File: config.mk
export PLATFORM = sky130hd
export DESIGN_NAME = phy_reset_sequencer
export DESIGN_NICKNAME = d
export VERILOG_FILES = /design/src/rtl/phy_reset_sequencer.sv
export SDC_FILE = /design/constraint.sdc
export NUM_CORES = 1
export LEC_CHECK = 0
export BUFFER_PORTS_ARGS = -buffer_cell sky130_fd_sc_hd__clkbuf_2
export CORE_MARGIN = 1
export CORE_UTILIZATION = 40
export DETAILED_ROUTE_END_ITERATION = 6
export GPL_TIMING_DRIVEN = 0
export SETUP_SLACK_MARGIN = 0.5
export SLEW_MARGIN = 20
export SYNTH_ARGS = -nofsm -noshare
export SYNTH_HDL_FRONTEND = slang
export SYNTH_SLANG_ARGS = --single-unit
export TNS_END_PERCENT = 10
File: constraint.sdc
create_clock -name clk_50_max10 -period 1.96 [get_ports clk_50_max10]
set_input_delay 0.098 -clock clk_50_max10 [delete_from_list [all_inputs] [get_ports clk_50_max10]]
set_output_delay 0.098 -clock clk_50_max10 [all_outputs]
set_load 0.03 [all_outputs]
File: src/rtl/phy_reset_sequencer.sv
// phy_reset_sequencer: per-channel PHY hold/settle/ready sequencing with soft requests and a debounced pushbutton
module phy_reset_sequencer #(
  parameter int N_PHY           = 2,
  parameter int CNT_W           = 24,
  parameter int HOLD_CYCLES     = 1048576,
  parameter int SETTLE_CYCLES   = 250000,
  parameter int DEBOUNCE_CYCLES = 1000000
) (
  input  logic             clk_50_max10,
  input  logic             fpga_reset,
  input  logic             user_pb_n,
  input  logic [N_PHY-1:0] rst_req,
  output logic [N_PHY-1:0] phy_resetn,
  output logic [N_PHY-1:0] phy_ready,
  output logic             all_ready,
  output logic [7:0]       reset_count
);
  // bit0 drives phy_resetn, bit1 drives phy_ready, so both pins come straight off flops
  localparam logic [1:0] HOLD   = 2'b00;
  localparam logic [1:0] SETTLE = 2'b01;
  localparam logic [1:0] READY  = 2'b11;
  localparam logic [CNT_W-1:0] HOLD_LAST   = CNT_W'(HOLD_CYCLES - 1);
  localparam logic [CNT_W-1:0] SETTLE_LAST = CNT_W'(SETTLE_CYCLES - 1);
  localparam logic [CNT_W-1:0] DB_LAST     = CNT_W'(DEBOUNCE_CYCLES - 1);

  logic             pb_meta_q, pb_s_q, pb_pressed_q, pb_pressed_d;
  logic [CNT_W-1:0] pb_cnt_q, pb_cnt_d;
  logic [1:0]       state_q [N_PHY];
  logic [1:0]       state_d [N_PHY];
  logic [CNT_W-1:0] cnt_q [N_PHY];
  logic [CNT_W-1:0] cnt_d [N_PHY];
  logic [N_PHY-1:0] req_q, req_d;
  logic [7:0]       count_q, count_d;

  always_comb begin
    pb_cnt_d     = pb_cnt_q + 1'b1;
    pb_pressed_d = pb_pressed_q;
    if (~pb_s_q == pb_pressed_q) pb_cnt_d = '0;
    else if (pb_cnt_q == DB_LAST) begin
      pb_pressed_d = ~pb_s_q;
      pb_cnt_d     = '0;
    end
    req_d      = '0;
    phy_resetn = '0;
    phy_ready  = '0;
    for (int i = 0; i < N_PHY; i++) begin
      req_d[i]      = rst_req[i] | pb_pressed_q;
      phy_resetn[i] = state_q[i][0];
      phy_ready[i]  = state_q[i][1];
      state_d[i]    = state_q[i];
      cnt_d[i]      = cnt_q[i] + 1'b1;
      if (req_d[i]) begin
        state_d[i] = HOLD;
        cnt_d[i]   = '0;
      end else if (state_q[i] == HOLD && cnt_q[i] == HOLD_LAST) begin
        state_d[i] = SETTLE;
        cnt_d[i]   = '0;
      end else if (state_q[i] == SETTLE && cnt_q[i] == SETTLE_LAST) begin
        state_d[i] = READY;
        cnt_d[i]   = '0;
      end else if (state_q[i] == READY) cnt_d[i] = '0;
    end
    // one event per cycle no matter how many channels see a new request
    count_d = (|(req_d & ~req_q) && count_q != 8'hFF) ? count_q + 8'd1 : count_q;
  end

  assign all_ready   = &phy_ready;
  assign reset_count = count_q;

  always_ff @(posedge clk_50_max10) begin
    if (fpga_reset) begin
      pb_meta_q    <= 1'b1;
      pb_s_q       <= 1'b1;
      pb_cnt_q     <= '0;
      pb_pressed_q <= 1'b0;
      req_q        <= '0;
      count_q      <= '0;
      for (int i = 0; i < N_PHY; i++) begin
        state_q[i] <= HOLD;
        cnt_q[i]   <= '0;
      end
    end else begin
      pb_meta_q    <= user_pb_n;
      pb_s_q       <= pb_meta_q;
      pb_cnt_q     <= pb_cnt_d;
      pb_pressed_q <= pb_pressed_d;
      req_q        <= req_d;
      count_q      <= count_d;
      for (int i = 0; i < N_PHY; i++) begin
        state_q[i] <= state_d[i];
        cnt_q[i]   <= cnt_d[i];
      end
    end
  end
endmodule

==> reports/results.txt <==
Ys Warns: 0
final wirelength: 11.1 mm
overall power: 3.41 mW
Synth Flop Type: dfxtp_1
GP Congestion: 0.795
DRT iter0 DRCs: 159
peak supply drop: 0.339 mV
Num Clock Sinks: 89
PwrDens: 578 nW/um^2
Die ar.: 11200 sq um
Clock Path Buffers: 2
R2R Setup Slk: -150 ps
clock root buffer: clkbuf_8
post-place setup slack: -337 ps
H-tree levels: 3
chip width: 106 um
commonest cells in the netlist: dfxtp_1, nor2_1, nor3_1, xnor2_1, nand2_1
Slew headroom: 55.9%
Yosys top cell by area: dfxtp_1
Util after Layout: 56.9%
Total Routing Usage GR: 20.8%
Tcrit/Tclk final: 108%
post-synthesis sequential area ratio: 41.4%
first-pass GRT wire length: 18.7 mm
RSZ-0062 raised after global routing: yes
critical path arrival: 2340 ps
finished layout cell area: 5900 sq um
final hold vios: 0
CP startpoint kind: flop
Skew-Pair Late Insertion Delay: 370 ps
worst clock skew: 18.3 ps
drt first pass iters: 5
FF+latch count, synth: 89
maxcap violations: 0
Mapped Area: 4300 sq um
fillers: 911
total grt overflow: 0
WL per Instance: 15.9 um
worst hold path class: in -> reg
Area growth, synth to finish: 37.2%
static leakage: 1.80 nW
Synth cell types: 48
cell count after synthesis: 488
DR vias/cell: 5.78
Synth area leaders: dfxtp_1, xnor2_1, a211oi_1
fin crit period: 2110 ps
WP data required: 2190 ps
DP Wirelength: 6.85 mm
Worst Path Max Fanout: 5
CP endpoint kind: flop
CTS tree: built
Starting Density: 41.5%
syn_nets: 497
initial antenna violation count: 0
Worst-Margin Slew: 661 ps
Antenna diodes: 0
asr flop ratio synth: 0%
share of layout cells above drive strength 1: 41.3%
Placed Area: 4620 sq um
PortBufs: 17
Inserted Clock Buffers: 9
status: finished with violations
Final Setup Violations: 25
Worst-path clk slew: 90 ps
routed vias: 4031
PnR worst setup slack: -150 ps
Antenna Nets Post-Route: 0
f_max: 0.474 GHz
CP Class: reg -> reg
fin nets: 566
Mean Syn Cell Area: 8.82 sq um
Die Y: 106 um
core area: 10400 sq um
vias in the first global route: 3902
Post-synth EDFFs: 0
hold slack: 59.9 ps
most common cell in the netlist: dfxtp_1
Residual DRC: 0
share of the synthesized area in the top cell type: 41.4%
num rows: 37
I/O pins: 18
final slew viol count: 0
failing checks: negative setup slack
pin count of the biggest net entering global routing: 16
registers in the layout, summed over array words and instances, names as in the netlist:
| register | count |
|---|---|
| cnt_q | 48 |
| pb_cnt_q | 24 |
| pb_meta_q | 1 |
| pb_pressed_q | 1 |
| pb_s_q | 1 |
| req_q | 2 |
| reset_count | 8 |
| state_q | 4 |
path summary, 6_finish.rpt:
kind	from	endpoint	depth (start not counted)
hold / removal	rst_req[1]	req_q[1]	3
hold reg to reg	pb_meta_q	pb_s_q	1
setup reg to reg	cnt_q[0][45]	cnt_q[0][31]	6
setup / recovery	cnt_q[0][45]	cnt_q[0][31]	6
kinds of logic after synthesis:
| logic type | share of synthesized area [%] |
|---|---|
| adders and majority gates | 1.16 |
| buffers and inverters | 3.66 |
| xor gates and xnor gates | 8.96 |
| and+or+nand+nor | 30.6 |
| DFF | 41.4 |
| AOI/OAI and AO/OA | 14.2 |
placed cells by master (no fill, tap or decap), drive strengths merged, types with 2 or more instances in the layout:
master	instances
dfxtp	89
buf	50
clkbuf	43
nor2	31
nor3	29
xnor2	28
o21ai	27
nand2	26
nand4	25
nand3	25
a211oi	23
or4	21
or3	20
xor2	16
a21oi	16
inv	12
nor4	12
a221oi	9
and4	7
and3	6
nand4b	5
nor4b	4
or2	4
o41ai	4
ha	4
and2	3
o31ai	3
o21a	3
nor2b	2
bufinv	2
dlygate4sd3	2
or4b	2
o21ba	2
critical path, cell delays in order (launching register included):
cell	delay, ps
dfxtp_2	340
or4_1	510
or4_4	570
o21ai_4	210
buf_6	140
buf_6	120
a211oi_1	80
power breakdown:
| group | internal [mW] | switching [mW] |
|---|---|---|
| registers | 1.80 | 0.0163 |
| logic | 0.0547 | 0.0815 |
| clock network | 0.791 | 0.666 |
| total | 2.65 | 0.764 |
metrics by stage:
| step | setup TNS, ps | cells |
|---|---|---|
| detailed placement | -14960 | 641 |
| global placement | -13420 | 641 |
| finish | -2660 | 698 |
| CTS | -2160 | 690 |
| floorplan | 0 | 488 |
| global route | -4210 | 698 |
layout make-up:
| class | count | area [sq um] | area share, % |
|---|---|---|---|
| Timing Repair Buffer | 58 | 418 | 7.08 |
| Clock buffer | 12 | 155 | 2.63 |
| Multi-Input combinational cell | 362 | 2890 | 49.0 |
| Clock inverter | 4 | 76.3 | 1.29 |
| Buffer | 25 | 265 | 4.49 |
| Tap cell | 136 | 170 | 2.88 |
| Sequential cell | 89 | 1880 | 31.9 |
| Inverter | 12 | 45.0 | 0.763 |
what timing repair did:
action,4_1_cts,5_1_grt
pin swaps,57,57
endpoints found under the hold margin,1,1
gates cloned,4,0
setup buffers,28,7
endpoints found under the setup margin,85,85
hold buffers,1,1
resized for setup,148,61
layer usage:
layer / vias to the layer above / global-route usage, % / part of all wire [%]
met3: 7 / 4.51 / 3.5
met4: 0 / 4.96 / 0.72
met5: - / 0 / 0
met2: 74 / 36.8 / 51
met1: 1972 / 25.4 / 45
li1: 1978 / - / -
Note: power is estimated with default switching activity, not from simulation.
